==> config.mk <==
export PLATFORM = sky130hd
export DESIGN_NAME = mdr_unit
export DESIGN_NICKNAME = d
export VERILOG_FILES = /design/src/rtl/mdr_unit.sv
export SDC_FILE = /design/constraint.sdc
export NUM_CORES = 1
export LEC_CHECK = 0
export ABC_AREA = 1
export BUFFER_PORTS_ARGS = -buffer_cell sky130_fd_sc_hd__buf_4
export CORE_MARGIN = 5
export CORE_UTILIZATION = 54
export DETAILED_ROUTE_END_ITERATION = 12
export GPL_TIMING_DRIVEN = 0
export PLACE_DENSITY = 0.88
export REMOVE_ABC_BUFFERS = 1
export SKIP_LAST_GASP = 1
export SYNTH_ARGS = -nofsm -noshare
export SYNTH_HDL_FRONTEND = slang
export SYNTH_SLANG_ARGS = --single-unit
export TNS_END_PERCENT = 10
==> constraint.sdc <==
create_clock -name clk -period 3.3 [get_ports clk]
set_clock_uncertainty 0.15 [all_clocks]
set_input_delay 0.33 -clock clk [delete_from_list [all_inputs] [get_ports clk]]
set_output_delay 0.33 -clock clk [all_outputs]
set_load 0.01 [all_outputs]
==> src/rtl/mdr_unit.sv <==
// Memory data register with a handshaked data-memory port: wait states, byte lanes and
// a wait-cycle timeout. One command at a time; completion reported by done or err.
module mdr_unit #(
  parameter int unsigned DATA_W  = 16,
  parameter int unsigned TIMEOUT = 15
) (
  input  logic                          clk,
  input  logic                          rst,
  input  logic [DATA_W-1:0]             c_bus,
  input  logic                          c_load,
  input  logic                          dmem_read,
  input  logic                          dmem_write,
  input  logic                          byte_mode,
  input  logic [$clog2(DATA_W/8)-1:0]   byte_sel,
  input  logic [DATA_W-1:0]             mem_rdata,
  input  logic                          mem_rvalid,
  input  logic                          mem_wready,
  output logic                          mem_rd_req,
  output logic                          mem_wr_req,
  output logic [DATA_W-1:0]             mem_wdata,
  output logic [DATA_W/8-1:0]           mem_be,
  output logic [DATA_W-1:0]             mdr_out,
  output logic                          busy,
  output logic                          done,
  output logic                          err
);

  localparam int unsigned NB = DATA_W / 8;
  localparam int unsigned SW = $clog2(NB);
  localparam int unsigned CW = (TIMEOUT > 0) ? $clog2(TIMEOUT + 1) : 1;
  // Abort fires on the edge where the counter would reach TIMEOUT.
  localparam logic [CW-1:0] LastWait = CW'((TIMEOUT > 0) ? TIMEOUT - 1 : 0);

  typedef enum logic [1:0] {StIdle, StRdWait, StWrWait} state_e;

  state_e          state_q;
  logic [CW-1:0]   cnt_q;
  logic            byte_mode_q;
  logic [SW-1:0]   byte_sel_q;

  logic [DATA_W-1:0] rd_lane;
  logic [NB-1:0]     be_onehot;
  logic [DATA_W-1:0] wr_byte;
  logic              timeout_hit;

  always_comb begin
    rd_lane   = '0;
    be_onehot = '0;
    for (int i = 0; i < NB; i++) begin
      if (byte_sel_q == SW'(i)) rd_lane[7:0] = mem_rdata[8*i +: 8];
      if (byte_sel == SW'(i)) be_onehot[i] = 1'b1;
    end
  end

  assign wr_byte     = {NB{mdr_out[7:0]}};
  assign timeout_hit = (TIMEOUT != 0) && (cnt_q == LastWait);

  always_ff @(posedge clk or posedge rst) begin
    if (rst) begin
      state_q     <= StIdle;
      cnt_q       <= '0;
      byte_mode_q <= 1'b0;
      byte_sel_q  <= '0;
      mem_rd_req  <= 1'b0;
      mem_wr_req  <= 1'b0;
      mem_wdata   <= '0;
      mem_be      <= '0;
      mdr_out     <= '0;
      busy        <= 1'b0;
      done        <= 1'b0;
      err         <= 1'b0;
    end else begin
      done <= 1'b0;
      err  <= 1'b0;
      case (state_q)
        StIdle: begin
          if (dmem_read) begin
            byte_mode_q <= byte_mode;
            byte_sel_q  <= byte_sel;
            mem_rd_req  <= 1'b1;
            busy        <= 1'b1;
            cnt_q       <= '0;
            state_q     <= StRdWait;
          end else if (dmem_write) begin
            mem_wdata  <= byte_mode ? wr_byte : mdr_out;
            mem_be     <= byte_mode ? be_onehot : '1;
            mem_wr_req <= 1'b1;
            busy       <= 1'b1;
            cnt_q      <= '0;
            state_q    <= StWrWait;
          end else if (c_load) begin
            mdr_out <= c_bus;
            done    <= 1'b1;
          end
        end
        StRdWait: begin
          if (mem_rvalid) begin
            mdr_out    <= byte_mode_q ? rd_lane : mem_rdata;
            mem_rd_req <= 1'b0;
            busy       <= 1'b0;
            done       <= 1'b1;
            state_q    <= StIdle;
          end else if (timeout_hit) begin
            mem_rd_req <= 1'b0;
            busy       <= 1'b0;
            err        <= 1'b1;
            state_q    <= StIdle;
          end else begin
            cnt_q <= cnt_q + CW'(1);
          end
        end
        StWrWait: begin
          if (mem_wready) begin
            mem_wr_req <= 1'b0;
            busy       <= 1'b0;
            done       <= 1'b1;
            state_q    <= StIdle;
          end else if (timeout_hit) begin
            mem_wr_req <= 1'b0;
            busy       <= 1'b0;
            err        <= 1'b1;
            state_q    <= StIdle;
          end else begin
            cnt_q <= cnt_q + CW'(1);
          end
        end
        default: state_q <= StIdle;
      endcase
    end
  end

endmodule

Word-level counts from Yosys, hierarchy flattened
Cells that the tools add are included.
{"block": "totals", "n_memories": 0, "mem_bits_rw": 0, "mem_bits_ro": 0, "wordCells": 85, "input_bits": 41, "out_inout_bits": 39, "latchBits": 0, "regBits": 47}
{"block": "classes", "eq_ne": 14, "mux": 46, "n_lt_le_gt_ge": 0, "mul": 0, "addsub": 1, "reduce_logical": 11, "n_shift": 0, "n_div": 0, "n_bitwise": 1}
{"cell": "16-bit two-way mux", "n": 6}
{"cell": "16-bit one-hot mux with 2 select lines", "n": 1}
{"cell": "1-bit two-way mux", "n": 20}
{"cell": "4-bit two-way mux", "n": 5}
{"cell": "2-bit != test, second input constant", "n": 8}
{"cell": "2-bit two-way mux", "n": 6}
{"cell": "4-bit one-hot mux with 3 select lines", "n": 1}
{"cell": "3-bit != test, second input constant", "n": 3}
{"cell": "8-bit two-way mux", "n": 1}
{"cell": "4-bit AND reduction", "n": 2}
{"cell": "1-bit one-hot mux with 2 select lines", "n": 3}
{"cell": "1-bit one-hot mux with 3 select lines", "n": 2}
{"cell": "2-bit one-hot mux with 3 select lines", "n": 1}
{"cell": "3-bit AND reduction", "n": 2}
{"cell": "5-bit AND reduction", "n": 1}
{"cell": "4-bit by 1-bit adder with 4-bit output, second input constant", "n": 1}
{"cell": "4-bit == test, second input constant", "n": 1}
{"cell": "2-bit AND reduction", "n": 2}
{"cell": "2-bit nonzero test", "n": 2}
{"cell": "3-bit nonzero test", "n": 1}
{"cell": "2-bit by 1-bit == test with 1-bit output, second input constant", "n": 1}
{"cell": "2-bit == test, second input constant", "n": 1}
{"cell": "2-bit zero test", "n": 1}
{"cell": "1-bit NOT", "n": 1}

Longest topological paths before layout
Gate-level depths: netlist of run 1.
{"block": "depth", "depth_word": 4, "mapped_depth": 11, "mapped_depth_nobuf": 10}

Worst setup path after synthesis of run 1
OpenSTA, ideal clock, no wires.
{"block": "synth_timing", "path_kind": "register to register", "from": "register state_q[0]", "to": "register mdr_out[5]", "stages_incl_launch_ff": 11, "setup_time_ps": 116, "required_ps": 3034, "path_buffers": 2, "arrival_ps": 1358, "synth_period_minus_slack_ps": 1625, "path_slack_ps": 1675, "cell_sequence": "dfrtp_1 -> inv_1 -> ha_1 -> buf_6 -> nand2_4 -> inv_2 -> a21oi_4 -> nand2_4 -> buf_2 -> nand2_1 -> nand2_1"}
{"block": "synth_between", "elab_chain_cells": 3, "elab_cells_between_ends": 9, "cone_classes": "5 x eq/ne; 1 x mux; 3 x reduce/logical"}
{"item": "from (decl)", "line": "36", "text": "state_e state_q;"}
{"item": "from (signal assigned)", "line": "60", "text": "state_q <= StIdle;"}
{"item": "from (signal assigned)", "line": "83", "text": "state_q <= StRdWait;"}
{"item": "from (signal assigned)", "line": "90", "text": "state_q <= StWrWait;"}
{"item": "2-bit by 1-bit == test with 1-bit output or 2-bit zero test (tied branches)", "line": "75", "text": "case (state_q)"}
{"item": "2-bit != test (no source line) or 2-bit nonzero test (tied branches)"}
{"item": "5-bit AND reduction (no source line)"}
{"item": "to (signal assigned)", "line": "92", "text": "mdr_out <= c_bus;"}
{"item": "to (signal assigned)", "line": "98", "text": "mdr_out <= byte_mode_q ? rd_lane : mem_rdata;"}
{"item": "to (decl)", "line": "22", "text": "output logic [DATA_W-1:0] mdr_out,"}
Parallel ways exist; a longest one is shown, timed or not.
A chain may end at the register's enable or synchronous reset.

Final worst setup path of run 1
{"block": "layout_timing", "from": "register state_q[0]", "to": "register mem_be[0]"}
{"block": "layout_between", "elab_chain_cells": 2}
{"item": "2-bit zero test", "line": "75"}
{"item": "3-bit AND reduction (no source line)"}
{"item": "to (signal assigned)", "line": "86", "text": "mem_be <= byte_mode ? be_onehot : '1;"}
{"item": "to (decl)", "line": "21", "text": "output logic [DATA_W/8-1:0] mem_be,"}
Every way passes these cells.

==> metrics.yaml, run 1 <==
outcome:
  outcome: "completed"
cells_and_area:
  syn2layout_area_growth_pct: 28.37
  n_antenna_cell: 0
  mostFrequentLayoutCell: "nand2_1"
  drive_gt1_share_pct: 24.94
  finish.net_count: 447
  num-fill-cells: 367
  finalCoreUtilization_pct: 71.55
  layout_common_cells: "nand2_1, buf_4, dfrtp_1"
placed_design:
  weighted_congestion_at_the_end_of_routability_driven_global_placement: 0.9372
  dpl.hpwl_mm: 4.648
  number_of_input_and_output_port_buffers_inserted: 79
  preCtsSetupSlack_ps: 510.3
floorplanning:
  initial_utilization_pct: 55.74
  design.die.area_um2: 5971
  fp.dieH_um: 77.27
  io_pins: 80
  floorplan.core_area_um2: 4384
  floorplan.die.width_um: 77.27
  floorplan.rows: 24
grt:
  grt_overflow: 0
  total_global_routing_track_utilization_pct: 21.54
  grt_first_pass_wirelength_mm: 10.61
  grt_antenna_before_repair: 0
  grt_pass1_vias: 2227
  grt_start_max_net_pins: 33
route:
  vias_per_cell: 5.241
  detail_route.wirelength_mm: 6.317
  drt_drc_violations_left: 0
  detailroute.via_count: 2374
  antenna_left: 0
  first_iter_violations: 204
  first_pass_iters: 4
  post_dr_wirelength_cell_um: 13.94
logic_synthesis:
  syn_avg_cell_area_um2: 7.542
  yosysUniqueCellTypes: 23
  synthesized_instance_count: 324
  total_number_of_yosys_warnings: 0
  ys_ff_latch: 47
  synth_area_um2: 2444
  synth_sequential_area_ratio_pct: 48.13
sta:
  finalHoldViolations: 0
  report.final.slew_viol_count: 0
  post-route-min-period_ps: 2870
  timing.hold.ws_ps: 164.0
  max-slew-margin-rel_pct: 14.02
  setup_viol_count_final: 0
  finalWorstSetupSlack_ps: 429.7
  timing.final.crit_share_pct: 86.98
  timing_limited_maximum_frequency_mhz: 348.4
  setup_repair_after_global_routing_missed_its_margin: "false"
  transition_time_of_the_tightest_slew_check_pin_ps: 1286
  fin_tns_setup_ps: 0
clock_network:
  clk_buf_depth: 2
  clock-root-buffer: "clkbuf_8"
  clock_sink_count: 47
  cts_tree: "yes"
  clk_pin_slew_ps: 80
  worst_skew_pair_latency_ps: 300
  cts_post_setup_buffers_inserted: 0
  htree_levels: 2
  cts-buffers-inserted: 5
critical_path:
  critPathKind: "flop to flop"
  ff_to_ff_start: "state_q[0]$_DFFE_PP0P_"
  regToRegSetupSlack_ps: 430
  setup.worst_path.end_class: "flop"
  crit_end: "mem_be[0]$_DFFE_PP0P_"
  reg2reg_to: "mem_be[0]$_DFFE_PP0P_"
  critical-path-max-stage-delay_ps: 980
  crit_path_top_delay_cell: "nand3_1"
  critPathArrivalTime_ps: 2950
  worst_ep_required_time_ps: 3380
  rr_worst_depth: 6
  timing.critical_path.from: "state_q[0]$_DFFE_PP0P_"
  crit_fanout: 32
  critPathLaunchType: "flop"
  worstPathCellList: "inv_1 -> ha_1 -> nand3_1 -> inv_2 -> o21ai_0 -> nand2_1"
power_and_ir_drop:
  ir_drop_mv: 0.4724
  cellLeakagePower_nw: 1.735
  power-per-cell-area_nw_per_um2: 879.9
worst_hold_path:
  hold_path_class: "primary input to flop"
flow_run:
  timing.max_cap.violations: 0
==> per-stage QoR <==
stage          area, um^2  cells  total power (W)
3_3_place_gp         3025    443         0.002380
2_1_floorplan        2367    312         0.001834
4_1_cts              3137    453         0.002771
5_1_grt              3137    453         0.003009
6_report             3137    453         0.002760
3_5_place_dp         3045    444         0.002433
==> logic make-up (layout without fill, tap and decap cells) <==
logic type      count (synthesis)  in the layout  share of synthesized area (%)
simple gates                  184            184                          30.01
compound gates                 52             52                          11.83
flops                          47             47                          48.13
buf+inv                        35            112                          6.964
fa+ha+maj                       6              6                          3.072
==> where the power goes <==
part	switching, W	internal, W
Clock	0.000183	0.000149
Sequential	0.000217	0.000831
Combinational	0.000797	0.000583
==> layout make-up <==
cell class	instances	area, um^2	share of cell area, %
Timing Repair Buffer	81	623.1	19.86
Multi-Input combinational cell	242	1097	34.98
Sequential cell	47	1176	37.50
Clock buffer	7	76.32	2.433
Inverter	23	93.84	2.992
Clock inverter	1	5.005	0.1596
Tap cell	52	65.06	2.074
==> worst min-delay path by stage <==
| stage | startpoint | endpoint | slack, ps | cells past startpoint |
|---|---|---|---|---|
| after floorplan | byte_sel | byte_sel_q$_DFFE_PP0P_ | 330 | 2 |
| after global placement | mem_wdata[1]$_DFFE_PP0P_ | mem_wdata[1]$_DFFE_PP0P_ | 310 | 2 |
| after detailed placement | rst | mem_wr_req$_DFFE_PP0P_ | 240 | 2 |
| after CTS | byte_sel | mem_be[1]$_DFFE_PP0P_ | 160 | 3 |
| after global routing | byte_sel | mem_be[1]$_DFFE_PP0P_ | 180 | 3 |
| final | byte_sel | mem_be[1]$_DFFE_PP0P_ | 160 | 3 |
==> per-layer routing <==
| layer | track usage (%) | up-vias | part of all wire, % |
|---|---|---|---|
| li1 | - | 1176 | - |
| met1 | 28.69 | 1102 | 41 |
| met2 | 35.94 | 90 | 51 |
| met3 | 3.279 | 6 | 6.7 |
| met4 | 6.701 | 0 | 1.2 |
| met5 | 0 | - | 0 |
==> critical path: cells and delay by family, from the launching register on <==
kind / cells / cell delay [ps]
flops: 1 / 420
buf+inv: 2 / 610
simple gates: 2 / 1070
fa+ha+maj: 1 / 390
compound gates: 1 / 140
==> timing repair <==
item                       4_1_cts  5_1_grt
gates resized for setup          0        0
hold endpoints to repair        21        0
hold buffers                     1        0
setup endpoints to repair        0        0
==> registers in the layout, summed over array words and instances, names as in the netlist <==
name	cells
mem_rd_req	1
byte_mode_q	1
byte_sel_q	1
done	1
mdr_out	16
state_q	2
mem_be	2
mem_wr_req	1
mem_wdata	16
cnt_q	4
err	1
busy	1
==> Yosys cell counts <==
cell | instances | share of area (%)
a21oi_1 | 14 | 2.9
a21oi_4 | 1 | 0.67
buf_2 | 7 | 1.4
buf_6 | 3 | 1.4
clkbuf_1 | 2 | 0.31
clkinv_1 | 1 | 0.15
clkinv_4 | 1 | 0.36
dfrtp_1 | 47 | 48
ha_1 | 6 | 3.1
inv_1 | 15 | 2.3
inv_2 | 5 | 0.77
inv_4 | 1 | 0.26
nand2_1 | 142 | 22
nand2_2 | 2 | 0.51
nand2_4 | 2 | 0.92
nand3_1 | 14 | 2.9
nand4_1 | 1 | 0.26
nor2_1 | 22 | 3.4
o21a_1 | 1 | 0.31
o21ai_0 | 11 | 2.3
o21ai_1 | 19 | 3.9
o31ai_1 | 6 | 1.8
or2_2 | 1 | 0.26
(Power assumes the default switching activity.)
==> run 2, diff against run 1 <==
CTS_BUF_LIST = sky130_fd_sc_hd__clkbuf_8 sky130_fd_sc_hd__clkbuf_16   (was unset)
SLEW_MARGIN = 40   (was unset)
==> run 2 against run 1 <==
Cell area rose by 0.24%; non-clock buffer count did not move; global-route usage fell by 0.055 points; combinational power barely moved; sequential share of layout area fell by 0.090 points; worst hold slack got worse by 1.1 ps; sequential power barely moved; total power fell by 0.20%; critical path type unchanged.
==> metrics.yaml, run 2 (synthesized netlist as in run 1, its figures left out) <==
critical_path:
  critPathArrivalTime_ps: 2470  # was 2950 ps
  critPathLaunchType: "flop"  # unchanged
  critPathKind: "flop to flop"  # unchanged
  worst_ep_required_time_ps: 3390  # was 3380 ps
  setup.worst_path.end_class: "flop"  # unchanged
  crit_fanout: 32  # unchanged
grt:
  grt_first_pass_wirelength_mm: 10.52  # was 10.61 mm
  grt_overflow: 0  # unchanged
  grt_start_max_net_pins: 33  # unchanged
  grt_pass1_vias: 2250  # was 2227
  total_global_routing_track_utilization_pct: 21.49  # was 21.54%
  grt_antenna_before_repair: 0  # unchanged
power_and_ir_drop:
  switching_share_pct: 43.51  # was 43.38%
  cellLeakagePower_nw: 1.745  # was 1.735 nW
  clock_power_share_pct: 11.7  # was 12.0%
  power-per-cell-area_nw_per_um2: 876.1  # was 879.9 nW/um^2
  netSwitchingPower_w: 0.001199  # was 0.001197 W
  total_power_w: 0.002755  # was 0.002760 W
  seq_power_share_pct: 38.1  # was 38.0%
  ir_drop_mv: 0.4370  # was 0.4724 mV
  combPwrFrac_pct: 50.2  # was 50.0%
  internal_power_consumption_w: 0.001556  # was 0.001563 W
route:
  drt_drc_violations_left: 0  # unchanged
  first_iter_violations: 168  # was 204
  top_signal_layer_used: "met4"  # unchanged
  vias_per_cell: 5.241  # unchanged
  first_pass_iters: 4  # unchanged
  dr_wl_met2_mm: 3.149  # was 3.208 mm
  antenna_left: 0  # unchanged
  wl_met3_um: 378  # was 426 um
  detail_route.wirelength_mm: 6.281  # was 6.317 mm
  post_dr_wirelength_cell_um: 13.87  # was 13.94 um
  route.layer.met1.wl_mm: 2.647  # was 2.607 mm
  detailroute.via_count: 2374  # unchanged
clock_network:
  clock_sink_count: 47  # unchanged
  cts_post_setup_buffers_inserted: 0  # unchanged
  cts-buffers-inserted: 5  # unchanged
  htree_levels: 2  # unchanged
  clock-root-buffer: "clkbuf_8"  # unchanged
  cts_tree: "yes"  # unchanged
  ctsHoldBuffers: 1  # unchanged
  clk_buf_depth: 2  # unchanged
  clk_pin_slew_ps: 80  # about the same
  worst_skew_pair_latency_ps: 290  # was 300 ps
  cts-resized-gates: 0  # unchanged
sta:
  fin_tns_setup_ps: 0  # unchanged
  transition_time_of_the_tightest_slew_check_pin_ps: 663.1  # was 1286 ps
  timing.final.crit_share_pct: 72.36  # was 86.98%
  finalHoldViolations: 0  # unchanged
  max-slew-margin-rel_pct: 55.74  # was 14.02%
  setup_viol_count_final: 0  # unchanged
  report.final.slew_viol_count: 0  # unchanged
  setup_repair_after_global_routing_missed_its_margin: "false"  # unchanged
  finalWorstSetupSlack_ps: 912.0  # was 429.7 ps
  post-route-min-period_ps: 2388  # was 2870 ps
  timing_limited_maximum_frequency_mhz: 418.8  # was 348.4 MHz
floorplanning:
  fp.dieH_um: 77.27  # unchanged
  floorplan.rows: 24  # unchanged
  floorplan.die.width_um: 77.27  # unchanged
  design.die.area_um2: 5971  # unchanged
  floorplan.core_area_um2: 4384  # unchanged
  io_pins: 80  # unchanged
  initial_utilization_pct: 55.74  # unchanged
outcome:
  outcome: "completed"  # unchanged
cells_and_area:
  num-fill-cells: 372  # was 367
  drive_gt1_share_pct: 25.19  # was 24.94%
  layout_top_registers: "mdr_out: 16 flops, mem_wdata: 16 flops, cnt_q: 4 flops"  # unchanged
  n_antenna_cell: 0  # unchanged
  design_area_um2: 3144  # was 3137 um^2
  finish.net_count: 447  # unchanged
  mostFrequentLayoutCell: "nand2_1"  # unchanged
  layout_common_cells: "nand2_1, buf_4, dfrtp_1"  # unchanged
  syn2layout_area_growth_pct: 28.67  # was 28.37%
placed_design:
  post_place_instance_area_um2: 3053  # was 3045 um^2
  weighted_congestion_at_the_end_of_routability_driven_global_placement: 0.9372  # unchanged
  preCtsSetupSlack_ps: 980.1  # was 510.3 ps
  dpl.hpwl_mm: 4.654  # was 4.648 mm
  number_of_input_and_output_port_buffers_inserted: 79  # unchanged
worst_hold_path:
  hold_path_class: "primary input to flop"  # unchanged
flow_run:
  timing.max_cap.violations: 0  # unchanged
[run 2: power groups by stage]
stage          clock [W]  combinational, W  sequential [W]
3_3_place_gp           0           0.00133         0.00105
5_1_grt         0.000360           0.00154         0.00110
3_5_place_dp           0           0.00138         0.00106
6_report        0.000323           0.00138         0.00105
2_1_floorplan          0          0.000715         0.00112
4_1_cts         0.000329           0.00139         0.00105
[run 2: worst max-delay path, cell delays in order, from the launching register on]
cell and delay (ps):
dfrtp_1 440, inv_1 100, ha_1 400, nand3_2 620
inv_2 400, o21ai_0 130, nand2_1 80
[run 2: layout make-up]
class	instances	area (um^2)	area share, %
tap	52	65.06	2.069
inverter	23	96.34	3.064
clock buffer	5	68.82	2.189
multi-input combinational	242	1102	35.06
clock inverter	3	12.51	0.3979
sequential	47	1176	37.41
timing repair buffer	81	623.1	19.82
[run 2: final timing paths]
check	from	endpoint	slack, ps	cells past startpoint
setup / recovery	state_q[1]$_DFFE_PP0P_	mem_be[0]$_DFFE_PP0P_	910	6
hold / removal	byte_sel	mem_be[1]$_DFFE_PP0P_	160	3
setup reg to reg	state_q[1]$_DFFE_PP0P_	mem_be[0]$_DFFE_PP0P_	910	6
hold reg to reg	mem_wdata[2]$_DFFE_PP0P_	mem_wdata[2]$_DFFE_PP0P_	330	2
max in group asynchronous	rst	mdr_out[13]$_DFFE_PP0P_	2180	4
min in group asynchronous	rst	mem_wr_req$_DFFE_PP0P_	390	3
[run 2: metrics by stage]
| step | cells | utilization, % | hold slack (ps) |
|---|---|---|---|
| finish | 453 | 71.72 | 162.9 |
| global route | 453 | 71.72 | 169.7 |
| CTS | 453 | 71.72 | 159.7 |
| detailed placement | 444 | 69.63 | 158.2 |
| global placement | 443 | 69.01 | 312.4 |
| floorplan | 312 | - | 325.3 |
[run 2: per-layer routing]
metal  vias up  GRT usage [%]
met3         9          4.801
met2        83          35.86
met5         -              0
li1       1171              -
met4         0          7.045
met1      1111          27.46
